[config.mk]
export PLATFORM = sky130hd
export DESIGN_NAME = adc_poll_sched
export DESIGN_NICKNAME = d
export VERILOG_FILES = /design/src/rtl/adc_poll_pkg.sv /design/src/rtl/adc_poll_avg.sv /design/src/rtl/adc_poll_sched.sv
export SDC_FILE = /design/constraint.sdc
export NUM_CORES = 1
export LEC_CHECK = 0
export ABC_AREA = 1
export CAP_MARGIN = 20
export CORE_AREA = 5 5 106 108
export CTS_CLUSTER_DIAMETER = 200
export DETAILED_ROUTE_END_ITERATION = 12
export DIE_AREA = 0 0 111 113
export PLACE_DENSITY_LB_ADDON = 0.2
export SYNTH_ARGS = -nofsm -noshare
export SYNTH_HDL_FRONTEND = slang
export SYNTH_SLANG_ARGS = --single-unit
export TNS_END_PERCENT = 50
[constraint.sdc]
create_clock -name clk -period 2.2 [get_ports clk]
set_input_delay 0.44 -clock clk [delete_from_list [all_inputs] [get_ports clk]]
set_output_delay 0.44 -clock clk [all_outputs]
set_load 0.05 [all_outputs]
[src/rtl/adc_poll_pkg.sv]
// rtl/adc_poll_pkg.sv - shared types and constants for the ADC poll scheduler
package adc_poll_pkg;

  localparam int CODE_W = 12;

  localparam logic [CODE_W-1:0] TEMP_HI_DEF = 12'hCC2;
  localparam logic [CODE_W-1:0] TEMP_LO_DEF = 12'hA5B;
  localparam logic [CODE_W-1:0] VOLT_HI_DEF = 12'h59A;
  localparam logic [CODE_W-1:0] VOLT_LO_DEF = 12'h511;

  typedef enum logic [2:0] {
    ST_IDLE,
    ST_REQ_T,
    ST_SET_T,
    ST_CAP_T,
    ST_REQ_V,
    ST_SET_V,
    ST_CAP_V
  } state_e;

endpackage

[src/rtl/adc_poll_avg.sv]
// rtl/adc_poll_avg.sv - per-channel sample accumulator and power-of-two averager
module adc_poll_avg
  import adc_poll_pkg::*;
#(
  parameter int AVG_LOG2 = 2
) (
  input  logic              clk,
  input  logic              rst_n,
  input  logic              clr,
  input  logic              cap,
  input  logic [CODE_W-1:0] sample,
  output logic              done,
  output logic [CODE_W-1:0] avg
);

  localparam int ACC_W = CODE_W + AVG_LOG2;
  localparam int CNT_W = AVG_LOG2 + 1;
  localparam logic [CNT_W-1:0] CNT_LAST = CNT_W'((1 << AVG_LOG2) - 1);

  logic [ACC_W-1:0] acc_q, acc_d, sum;
  logic [CNT_W-1:0] cnt_q, cnt_d;

  // The final sample is folded in combinationally so the average is ready at the capture edge.
  always_comb begin
    sum   = acc_q + ACC_W'(sample);
    done  = cap && (cnt_q == CNT_LAST);
    avg   = CODE_W'(sum >> AVG_LOG2);
    acc_d = acc_q;
    cnt_d = cnt_q;
    if (clr || done) begin
      acc_d = '0;
      cnt_d = '0;
    end else if (cap) begin
      acc_d = sum;
      cnt_d = cnt_q + CNT_W'(1);
    end
  end

  always_ff @(posedge clk or negedge rst_n) begin
    if (!rst_n) begin
      acc_q <= '0;
      cnt_q <= '0;
    end else begin
      acc_q <= acc_d;
      cnt_q <= cnt_d;
    end
  end

endmodule

[src/rtl/adc_poll_sched.sv]
// rtl/adc_poll_sched.sv - periodic temp/VCC poll scheduler with averaging and alarms; ADC_POLL_MINMAX_EN adds min/max tracking
module adc_poll_sched
  import adc_poll_pkg::*;
#(
  parameter int                POLL_DIV   = 50000,
  parameter int                REQ_HOLD   = 4,
  parameter int                SETTLE_CYC = 64,
  parameter int                CODE_MSB   = 15,
  parameter int                AVG_LOG2   = 2,
  parameter logic [CODE_W-1:0] TEMP_HI    = TEMP_HI_DEF,
  parameter logic [CODE_W-1:0] TEMP_LO    = TEMP_LO_DEF,
  parameter logic [CODE_W-1:0] VOLT_HI    = VOLT_HI_DEF,
  parameter logic [CODE_W-1:0] VOLT_LO    = VOLT_LO_DEF
) (
  input  logic              clk,
  input  logic              rst_n,
  input  logic              enable,
  input  logic [15:0]       pdata,
  output logic              dbg_temp_rd,
  output logic              dbg_volt_rd,
  output logic [CODE_W-1:0] temp_code,
  output logic [CODE_W-1:0] volt_code,
  output logic              temp_valid,
  output logic              volt_valid,
  output logic              temp_alarm,
  output logic              volt_alarm,
  output logic              busy,
  output logic              tick_miss
`ifdef ADC_POLL_MINMAX_EN
  ,
  input  logic              minmax_clr,
  output logic [CODE_W-1:0] temp_min,
  output logic [CODE_W-1:0] temp_max,
  output logic [CODE_W-1:0] volt_min,
  output logic [CODE_W-1:0] volt_max
`endif
);

  localparam int TCNT_W = $clog2(POLL_DIV + 1);
  localparam int PH_MAX = (REQ_HOLD > SETTLE_CYC) ? REQ_HOLD : SETTLE_CYC;
  localparam int PH_W   = $clog2(PH_MAX + 1);
  localparam logic [TCNT_W-1:0] TCNT_LAST = TCNT_W'(POLL_DIV - 1);
  localparam logic [PH_W-1:0]   REQ_LAST  = PH_W'(REQ_HOLD - 1);
  localparam logic [PH_W-1:0]   SET_LAST  = PH_W'(SETTLE_CYC - 1);

  state_e              state_q, state_d;
  logic [TCNT_W-1:0]   tcnt_q, tcnt_d;
  logic [PH_W-1:0]     ph_q, ph_d;
  logic                tick_q, tick_d;
  logic                temp_rd_q, temp_rd_d, volt_rd_q, volt_rd_d;
  logic                busy_q, busy_d, tick_miss_q, tick_miss_d;
  logic [CODE_W-1:0]   temp_code_q, temp_code_d, volt_code_q, volt_code_d;
  logic                temp_valid_q, temp_valid_d, volt_valid_q, volt_valid_d;
  logic                temp_alarm_q, temp_alarm_d, volt_alarm_q, volt_alarm_d;
  logic                cap_t, cap_v, temp_done, volt_done;
  logic [CODE_W-1:0]   sample, temp_avg, volt_avg;
  logic                unused_pdata;

  assign sample       = pdata[CODE_MSB -: CODE_W];
  assign unused_pdata = ^pdata;

  adc_poll_avg #(.AVG_LOG2(AVG_LOG2)) u_avg_temp (
    .clk(clk), .rst_n(rst_n), .clr(!enable), .cap(cap_t),
    .sample(sample), .done(temp_done), .avg(temp_avg)
  );

  adc_poll_avg #(.AVG_LOG2(AVG_LOG2)) u_avg_volt (
    .clk(clk), .rst_n(rst_n), .clr(!enable), .cap(cap_v),
    .sample(sample), .done(volt_done), .avg(volt_avg)
  );

  always_comb begin
    tcnt_d      = (!enable || tcnt_q == TCNT_LAST) ? '0 : tcnt_q + TCNT_W'(1);
    tick_d      = enable && (tcnt_q == TCNT_LAST);
    tick_miss_d = tick_q && (state_q != ST_IDLE);
    state_d     = state_q;
    ph_d        = ph_q;
    cap_t       = 1'b0;
    cap_v       = 1'b0;
    // Capture happens on the edge that leaves the settle window, so the code lands one cycle before CAP ends.
    if (!enable) begin
      state_d = ST_IDLE;
      ph_d    = '0;
    end else begin
      case (state_q)
        ST_IDLE:  if (tick_q) begin state_d = ST_REQ_T; ph_d = '0; end
        ST_REQ_T: if (ph_q == REQ_LAST) begin state_d = ST_SET_T; ph_d = '0; end
                  else ph_d = ph_q + PH_W'(1);
        ST_SET_T: if (ph_q == SET_LAST) begin state_d = ST_CAP_T; ph_d = '0; cap_t = 1'b1; end
                  else ph_d = ph_q + PH_W'(1);
        ST_CAP_T: state_d = ST_REQ_V;
        ST_REQ_V: if (ph_q == REQ_LAST) begin state_d = ST_SET_V; ph_d = '0; end
                  else ph_d = ph_q + PH_W'(1);
        ST_SET_V: if (ph_q == SET_LAST) begin state_d = ST_CAP_V; ph_d = '0; cap_v = 1'b1; end
                  else ph_d = ph_q + PH_W'(1);
        ST_CAP_V: state_d = ST_IDLE;
        default:  state_d = ST_IDLE;
      endcase
    end
    temp_rd_d    = (state_d == ST_REQ_T);
    volt_rd_d    = (state_d == ST_REQ_V);
    busy_d       = (state_d != ST_IDLE);
    temp_valid_d = temp_done;
    volt_valid_d = volt_done;
    temp_code_d  = temp_done ? temp_avg : temp_code_q;
    volt_code_d  = volt_done ? volt_avg : volt_code_q;
    temp_alarm_d = temp_alarm_q;
    if (temp_done) begin
      if (temp_avg > TEMP_HI)      temp_alarm_d = 1'b1;
      else if (temp_avg < TEMP_LO) temp_alarm_d = 1'b0;
    end
    volt_alarm_d = volt_done ? ((volt_avg > VOLT_HI) | (volt_avg < VOLT_LO)) : volt_alarm_q;
  end

  always_ff @(posedge clk or negedge rst_n) begin
    if (!rst_n) begin
      state_q      <= ST_IDLE;
      tcnt_q       <= '0;
      ph_q         <= '0;
      tick_q       <= 1'b0;
      tick_miss_q  <= 1'b0;
      temp_rd_q    <= 1'b0;
      volt_rd_q    <= 1'b0;
      busy_q       <= 1'b0;
      temp_valid_q <= 1'b0;
      volt_valid_q <= 1'b0;
      temp_code_q  <= '0;
      volt_code_q  <= '0;
      temp_alarm_q <= 1'b0;
      volt_alarm_q <= 1'b0;
    end else begin
      state_q      <= state_d;
      tcnt_q       <= tcnt_d;
      ph_q         <= ph_d;
      tick_q       <= tick_d;
      tick_miss_q  <= tick_miss_d;
      temp_rd_q    <= temp_rd_d;
      volt_rd_q    <= volt_rd_d;
      busy_q       <= busy_d;
      temp_valid_q <= temp_valid_d;
      volt_valid_q <= volt_valid_d;
      temp_code_q  <= temp_code_d;
      volt_code_q  <= volt_code_d;
      temp_alarm_q <= temp_alarm_d;
      volt_alarm_q <= volt_alarm_d;
    end
  end

  assign dbg_temp_rd = temp_rd_q;
  assign dbg_volt_rd = volt_rd_q;
  assign temp_code   = temp_code_q;
  assign volt_code   = volt_code_q;
  assign temp_valid  = temp_valid_q;
  assign volt_valid  = volt_valid_q;
  assign temp_alarm  = temp_alarm_q;
  assign volt_alarm  = volt_alarm_q;
  assign busy        = busy_q;
  assign tick_miss   = tick_miss_q;

`ifdef ADC_POLL_MINMAX_EN
  logic [CODE_W-1:0] temp_min_q, temp_min_d, temp_max_q, temp_max_d;
  logic [CODE_W-1:0] volt_min_q, volt_min_d, volt_max_q, volt_max_d;

  // A clear coinciding with a new code restarts tracking from that code.
  always_comb begin
    temp_min_d = minmax_clr ? {CODE_W{1'b1}} : temp_min_q;
    temp_max_d = minmax_clr ? {CODE_W{1'b0}} : temp_max_q;
    volt_min_d = minmax_clr ? {CODE_W{1'b1}} : volt_min_q;
    volt_max_d = minmax_clr ? {CODE_W{1'b0}} : volt_max_q;
    if (temp_done) begin
      if (temp_avg < temp_min_d) temp_min_d = temp_avg;
      if (temp_avg > temp_max_d) temp_max_d = temp_avg;
    end
    if (volt_done) begin
      if (volt_avg < volt_min_d) volt_min_d = volt_avg;
      if (volt_avg > volt_max_d) volt_max_d = volt_avg;
    end
  end

  always_ff @(posedge clk or negedge rst_n) begin
    if (!rst_n) begin
      temp_min_q <= {CODE_W{1'b1}};
      temp_max_q <= {CODE_W{1'b0}};
      volt_min_q <= {CODE_W{1'b1}};
      volt_max_q <= {CODE_W{1'b0}};
    end else begin
      temp_min_q <= temp_min_d;
      temp_max_q <= temp_max_d;
      volt_min_q <= volt_min_d;
      volt_max_q <= volt_max_d;
    end
  end

  assign temp_min = temp_min_q;
  assign temp_max = temp_max_q;
  assign volt_min = volt_min_q;
  assign volt_max = volt_max_q;
`endif

endmodule

==> impl_summary.md, run 1 <==
Timing
The final period utilization is 97.3%. The count of final hold-check violations is 0. Setup repair after global routing could not meet its margin everywhere. The count of endpoints failing setup in the final report is 0. The final-report max-slew violation count is 0. The maximum clock frequency is 0.467 GHz.

Subtracting the final worst setup slack from the clock period gives 2140 ps. The normalized max-slew margin is 65.2%. The worst-margin pin slew is 520 ps.

The final-layout worst hold slack is 37.2 ps. The worst clock skew on the final layout is 18.1 ps.

CTS
The deepest clock path buffer count is 2. The clock reaches the later pin of the worst-skew pair after 370 ps. The TritonCTS clock tree is yes.

The number of CTS-inserted buffers is 9. The clock drives 93 sinks. Clock-pin slew was measured on the worst setup and hold paths at 90 ps. After clock tree synthesis, the flow added hold-fix buffers numbering 0. Clock tree synthesis selected as its root buffer the cell sky130_fd_sc_hd__clkbuf_8. The H-tree depth is 3.

Die
The die is 111 um wide. For this configuration, the core starts out at a cell density of 53.3%. The number of placement rows is 37. The die is 113 um tall.

The count of boundary I/O pins is 51. The region available for standard cell placement spans 0.0101 mm2. The full die area is 0.0125 mm2.

Yosys
The post-synthesis area per instance is 7.67 um2. The synthesized netlist occupies a cell area of 0.00541 mm2. In this run, synthesis produced a sequential element count of 93.

The Yosys warning count is 0. The net count after synthesis is 756. The share of the Yosys chip area taken by registers is 43.1%. In the synthesized netlist, the number of instances is 705. The synthesized netlist contains 39 unique library cells.

Critical path
Data on the critical path is required at its endpoint by 2450 ps. The worst register-to-register path ends at volt_alarm. The cell type of the slowest stage on the worst timing path is sky130_fd_sc_hd__clkdlybuf4s50_1. The most critical setup path has its endpoint at temp_alarm. The worst-path maximum fanout is 3.

On the worst path, the slowest cell contributes a delay of 460 ps. STA classifies the critical path startpoint as an input pin. Across all register-to-register paths, the minimum setup slack is 70 ps. For the worst setup path, the data arrival time is 2390 ps. The startpoint of the worst-slack reg-to-reg timing path is u_avg_volt.acc_q[0].

Tracing the worst setup path back leads to its startpoint at pdata[8]. The type of element capturing the critical path is a flop. Walking the worst path, the cells encountered are clkdlybuf4s50_1 > ha_1 > buf_4 > nand2_1 > inv_1 > nand2_1 > nand3_2 > nand2_2 > nand2_1 > nand2_1 > nand2_1 > nor2_1 > nand2_1 > nand2_1 > nand2_1 > nand3_1 > nand2_1. The number of cell instances on the worst register-to-register path is 13.

The most common cell type on the critical path is sky130_fd_sc_hd__nand2_1. The startpoint-to-endpoint class of the critical path is in -> reg.

Power and ir drop
The clock share of power is 26.9%. Power spread over the standard cell area amounts to 612 mW/mm2. The peak supply drop is 0.000360 V. The internal power is 0.00289 W.

The analysis attributes to net switching a power of 0.00135 W. The combinational share of power is 30.0%. The switching share of power is 31.8%. Summed over all cells, the static leakage comes to 3.56 nW. Of the total power, registers draw 43.1%.

Global route
The number of global-route vias before repair was 4893. The first global-routing pass estimated 22.3 mm of wire. For this run the aggregate overflow at the end of global routing stands at 0. In the global route stage, overall resource usage came out at 21.5%. Entering global routing, the biggest net connects 39 pins. The number of antenna violations at the first check in global routing was 1.

Detailed routing
The length of the first detailed-routing pass in iterations is 5. The routed design has 13.2 mm of wire. After detailed routing, the number of vias per cell comes to 5.13. In this run the remaining antenna-violating nets after routing total 0. The DRC violation total after the first TritonRoute iteration is 278. Dividing the detail-routed wire length by the instance count gives 13.7 um. The detailed router placed 4934 vias in this run. For this run, design rule violations remaining after detail routing come to 0.

Worst hold path
The worst hold path belongs to the class in -> async.

Placement
The final weighted congestion in routability-driven placement is 0.927. Summed over all nets, the half-perimeter wirelength after detailed placement is 9.83 mm. The post-place instance area is 0.00647 mm2. During placement, the flow inserted port buffers numbering 46.

Run
Max-cap violations in this run came to 0.

Finish
At the end of the flow, the number of nets in the layout was 872. The final core utilization is 68.4%. The area overhead of the layout relative to synthesis is 28.4%.

With fillers left out, the area of the finished cells amounts to 0.00694 mm2. The library cell used most frequently in the layout, excluding fill and tap cells, is sky130_fd_sc_hd__nand2_1. In the layout the commonest cells are 201 x sky130_fd_sc_hd__nand2_1, 93 x sky130_fd_sc_hd__dfrtp_1, 91 x sky130_fd_sc_hd__inv_1, 70 x sky130_fd_sc_hd__buf_4, 61 x sky130_fd_sc_hd__nor2_1. The fraction of layout cells with a size suffix above 1 is 17.9%.

Status
The flow ran to the end, and the final reports show no timing, DRC or antenna violations.
## critical path, delay by kind of cell
| family | cells | cell delay (ps) |
|---|---|---|
| buffers and inverters | 3 | 670 |
| adder cells (fa/ha/maj) | 1 | 370 |
| AND/OR/NAND/NOR | 13 | 910 |
## area by class of cell
type	instances	area (um2)
Multi-Input combinational cell	504	2880
Timing Repair Buffer	116	1010
Inverter	97	364
Clock inverter	3	43.8
Antenna cell	1	2.50
Clock buffer	12	145
Fill cell	824	3200
Sequential cell	93	2330
Tap cell	136	170
## cell families (layout without fill, tap and decap cells)
group / Yosys count / in the layout / share of synthesized area (%)
xor gates and xnor gates: 8 / 8 / 1.30
buffers and inverters: 108 / 228 / 8.12
adders and majority gates: 32 / 32 / 7.69
and+or+nand+nor: 358 / 358 / 28.3
other: 0 / 1 / 0
AOI/OAI and AO/OA: 106 / 106 / 11.6
DFF: 93 / 93 / 43.1
## power groups by stage
stage	Combinational [W]	Clock [W]	Sequential [W]
after floorplan	0.000633	0	0.00184
after global placement	0.00111	0	0.00185
after detailed placement	0.00112	0	0.00185
after CTS	0.00115	0.00117	0.00182
after global routing	0.00142	0.00126	0.00184
final	0.00127	0.00114	0.00183
## through the flow
stage               instances  TNS, ps  worst slack (ps)  power [W]
finish                    962        0              60.1    0.00424
global route              962     -172             -76.2    0.00452
CTS                       958        0             0.692    0.00413
detailed placement        943   -12100              -647    0.00298
global placement          943    -9740              -493    0.00296
floorplan                 705        0               146    0.00247
## state kept, by name, summed over array words and instances (netlist names)
name	count
volt_alarm	1
busy	1
tick_q	1
temp_alarm	1
temp_code	12
u_avg_temp.acc_q	14
state_q	3
ph_q	7
u_avg_volt.acc_q	14
u_avg_temp.cnt_q	3
u_avg_volt.cnt_q	3
volt_valid	1
temp_valid	1
tcnt_q	16
dbg_volt_rd	1
dbg_temp_rd	1
volt_code	12
tick_miss	1
## how the worst min path moves through the flow
stage                     startpoint      endpoint  slack, ps  depth (start not counted)
after detailed placement       rst_n  temp_code[6]        440                          1
after floorplan                rst_n          busy        140                          0
after global routing           rst_n  temp_code[6]         60                          1
after CTS                      rst_n  temp_code[6]         40                          1
final                          rst_n  temp_code[6]         40                          1
after global placement         rst_n  temp_code[1]        430                          1
## Yosys cell counts, drive strengths merged
| cell type | instances | area, um2 |
|---|---|---|
| inv | 97 | 364 |
| o22ai | 6 | 37.5 |
| a21oi | 24 | 120 |
| clkbuf | 6 | 22.5 |
| o21a | 4 | 30.0 |
| dfrtp | 93 | 2330 |
| buf | 5 | 52.6 |
| a21boi | 1 | 7.51 |
| nor3b | 5 | 37.5 |
| a31oi | 2 | 12.5 |
| o21ai | 56 | 307 |
| xnor2 | 1 | 8.76 |
| ha | 30 | 375 |
| or2 | 1 | 6.26 |
| nor2 | 66 | 269 |
| a32o | 2 | 20.0 |
| nor4 | 3 | 18.8 |
| nand2 | 214 | 818 |
| o21bai | 4 | 30.0 |
| nand4 | 6 | 37.5 |
| o221ai | 1 | 8.76 |
| nor3 | 14 | 80.1 |
| fa | 2 | 40.0 |
| nand3 | 46 | 240 |
| xor2 | 7 | 61.3 |
| nand3b | 2 | 15.0 |
| o211ai | 1 | 7.51 |
| and2 | 1 | 6.26 |
| a22o | 5 | 43.8 |
## routing by layer
layer,vias up,part of all wire [%],GRT usage (%)
met4,0,3.3,9.52
met3,32,3.6,3.53
li1,2514,-,-
met2,106,47,35.4
met5,-,0,0
met1,2282,46,28.1
## repair_timing
| action | CTS | global route |
|---|---|---|
| resized for setup | 8 | 46 |
| pin swaps | 2 | 13 |
| buffers inserted | 0 | 3 |
| setup endpoints to repair | 10 | 24 |
| gates cloned | 0 | 0 |
Note: power is estimated with default switching activity, not from simulation.
==> run 2: changes to the inputs <==
- GPL_TIMING_DRIVEN: unset -> 0
==> impl_summary.md, run 2 (same netlist as run 1, synthesis figures left out) <==
Status
The flow ran to the end, and the final reports show no timing, DRC or antenna violations.

Power and ir drop
Internal power comes to 0.00270 W. Per report_power, the clock group accounts for 30.7% of the total. Combinational logic burns 23.6% of the power. In this run switching power makes up 32.2% of total power. The peak supply drop is 0.000349 V. The standby leakage power is 3.27 nW. In this run, flip-flops and latches consume 45.7% of the power.

The analysis attributes to net switching a power of 0.00128 W. Dividing total power by cell area gives a power density of 612 mW/mm2.

Detailed routing
For this block, the initial DRC count from the detailed router was 233. The routed layout has 4755 vias. The final layout contains routed wiring with a total length of 12.3 mm. After detailed routing, the number of vias per cell comes to 5.25. In this run the remaining antenna-violating nets after routing total 0.

The average wire per cell in the routed design is 13.6 um. The detailed-route DRC error count is 0. The length of the first detailed-routing pass in iterations is 5.

Critical path
The worst setup path is of the in -> reg kind. For the worst setup path, the data arrival time is 2410 ps. The required time of the critical path is 2470 ps.

The type of element capturing the critical path is a flop. In this run the worst path has a maximum fanout of 5. The worst setup path is launched from an input pin.

Die
The number of placement rows is 37. The core region is 0.0101 mm2. The die extent in x is 111 um. The die covers 0.0125 mm2. The starting density of the core is 53.3%.

In this run the vertical extent of the chip is 113 um. The count of boundary I/O pins is 51.

Finish
From synthesis to final layout, the design area changed by 20.3%. 0 antenna diodes ended up in the layout. The library cell used most frequently in the layout, excluding fill and tap cells, is sky130_fd_sc_hd__nand2_1. Fill cells in the final layout number 858. The combined area of the multi-input logic cells is 0.00284 mm2. The register with the most flip-flops is tcnt_q. The net count of the finished layout is 816. The largest registers in the layout are tcnt_q (16), u_avg_temp.acc_q (14), u_avg_volt.acc_q (14).

The area taken by flip-flops and latches is 0.00233 mm2. Leaving out fill and tap cells, the most frequent cells in the layout are 205 x sky130_fd_sc_hd__nand2_1, 93 x sky130_fd_sc_hd__dfrtp_1, 92 x sky130_fd_sc_hd__inv_1, 59 x sky130_fd_sc_hd__nor2_1, 44 x sky130_fd_sc_hd__nand3_1. The number of flip-flops under the largest register name is 16.

The post-route netlist has 11.0% of its cells at a drive strength greater than 1.

Timing
For this run, the top clock speed supported by timing is 0.468 GHz. Setup violations remaining at the end of the flow were counted as 0. Measured against its own limit, the worst slew margin works out to 66.1%. On the final layout, the worst clock skew is 13.3 ps. The final-report max-slew violation count is 0. The count of final hold-check violations is 0. Final hold analysis gives a worst-case slack of 472 ps.

The final period utilization is 97.1%. The worst-margin pin slew is 506 ps. The clock period could shrink to 2140 ps. Summed over all failing endpoints, the final setup total negative slack is 0 ps. Setup repair after global routing could not meet its margin everywhere.

Placement
Routability-driven placement finished with a final weighted congestion of 0.907. The total of buffers placed on input and output ports is 46. The wire-length estimate of the detail-placed layout is 9.24 mm.

CTS
The H-tree depth is 3. The clock passes through at most 2 buffers. The later-pin clock latency in the skew report is 380 ps.

Buffers inserted during clock tree synthesis total 9. The TritonCTS clock tree is yes. CTS saw 93 sinks. After clock tree synthesis, the clock-pin slew on the worst setup and hold paths is 100 ps.

In this run the clock root is driven by a sky130_fd_sc_hd__clkbuf_8.

Global route
Entering global routing, the biggest net connects 67 pins. The total global routing track utilization is 20.7%. The first global-routing pass estimated 21.5 mm of wire.

The total grt overflow is 0. The number of global-route vias before repair is 4721. The number of antenna violations at the first check in global routing was 1.

Worst hold path
The min-delay analysis places its worst path in the category reg -> reg.

Run
Across the run, the number of max-cap violations was 0.
run 2: cell types whose count changed in the layout (fill, tap and decap cells not counted), moves of 2 or more:
cell / before / now
sky130_fd_sc_hd__buf_4: 70 / 4
sky130_fd_sc_hd__buf_6: 0 / 4
sky130_fd_sc_hd__clkbuf_1: 2 / 4
sky130_fd_sc_hd__clkbuf_2: 0 / 2
sky130_fd_sc_hd__nand2_1: 201 / 205
sky130_fd_sc_hd__nand2_2: 11 / 8
sky130_fd_sc_hd__nand3_1: 40 / 44
sky130_fd_sc_hd__nand3_2: 6 / 2
sky130_fd_sc_hd__nor2_1: 61 / 59
sky130_fd_sc_hd__nor2_2: 4 / 6
run 2: power by group through the flow:
stage          sequential (W)  combinational (W)  clock [W]
6_report              0.00182           0.000940    0.00122
5_1_grt               0.00183            0.00107    0.00133
4_1_cts               0.00182           0.000894    0.00124
3_5_place_dp          0.00185           0.000874          0
3_3_place_gp          0.00185           0.000846          0
2_1_floorplan         0.00184           0.000633          0
run 2: routing by layer:
layer / vias to the layer above / global-route usage [%] / wire length [um]
met5: - / 0 / 13
met4: 2 / 7.55 / 223
met3: 28 / 3.74 / 512
met2: 107 / 34.5 / 6040
met1: 2225 / 27.1 / 5540
li1: 2393 / - / -
run 2: path summary, 6_finish.rpt:
path                       slack [ps]           startpoint            to  cells past startpoint
max in group asynchronous        1030                rst_n     tcnt_q[5]                      3
max                                60             pdata[8]    volt_alarm                     14
min in group asynchronous         510                rst_n  temp_code[4]                      2
max reg2reg                        90  u_avg_volt.acc_q[0]    volt_alarm                     14
min reg2reg                       470            tcnt_q[0]     tcnt_q[0]                      1
min                               470            tcnt_q[0]     tcnt_q[0]                      1
run 2: layout make-up:
class | count | share of cell area (%)
buffer | 10 | 1.13
sequential | 93 | 35.8
timing repair buffer | 50 | 8.00
multi-input combinational | 504 | 43.6
inverter | 97 | 5.60
tap | 136 | 2.62
clock inverter | 4 | 0.846
clock buffer | 12 | 2.39
run 2: critical path, stage by stage:
cell                              delay [ps]
sky130_fd_sc_hd__clkdlybuf4s50_1         540
sky130_fd_sc_hd__ha_4                    240
sky130_fd_sc_hd__nand2_1                  60
sky130_fd_sc_hd__nand2_1                  70
sky130_fd_sc_hd__a21oi_1                 180
sky130_fd_sc_hd__nand2_1                 130
sky130_fd_sc_hd__nand2_1                 100
sky130_fd_sc_hd__nand3b_1                110
sky130_fd_sc_hd__nand2_2                 150
sky130_fd_sc_hd__inv_1                    50
sky130_fd_sc_hd__nand2_1                  80
sky130_fd_sc_hd__nand2_1                  60
sky130_fd_sc_hd__nor2_2                  130
sky130_fd_sc_hd__a21boi_1                 80
run 2: what timing repair did:
item	CTS	global route
gates resized for setup	17	33
pin swaps	5	5
hold endpoints to repair	15	0
setup endpoints to repair	8	35
setup buffers	0	2
hold buffers	1	0
run 2: metrics by stage:
stage                     total power, W  instance area, um2  cells  worst slack, ps  utilization (%)
after CTS                        0.00395                6350    904             6.16             62.6
after detailed placement         0.00273                6060    888             -665             59.8
final                            0.00398                6500    906             63.1             64.2
after floorplan                  0.00247                5410    705              146                -
after global routing             0.00424                6500    906            -75.7             64.2
after global placement           0.00270                6040    887            -2690             59.5
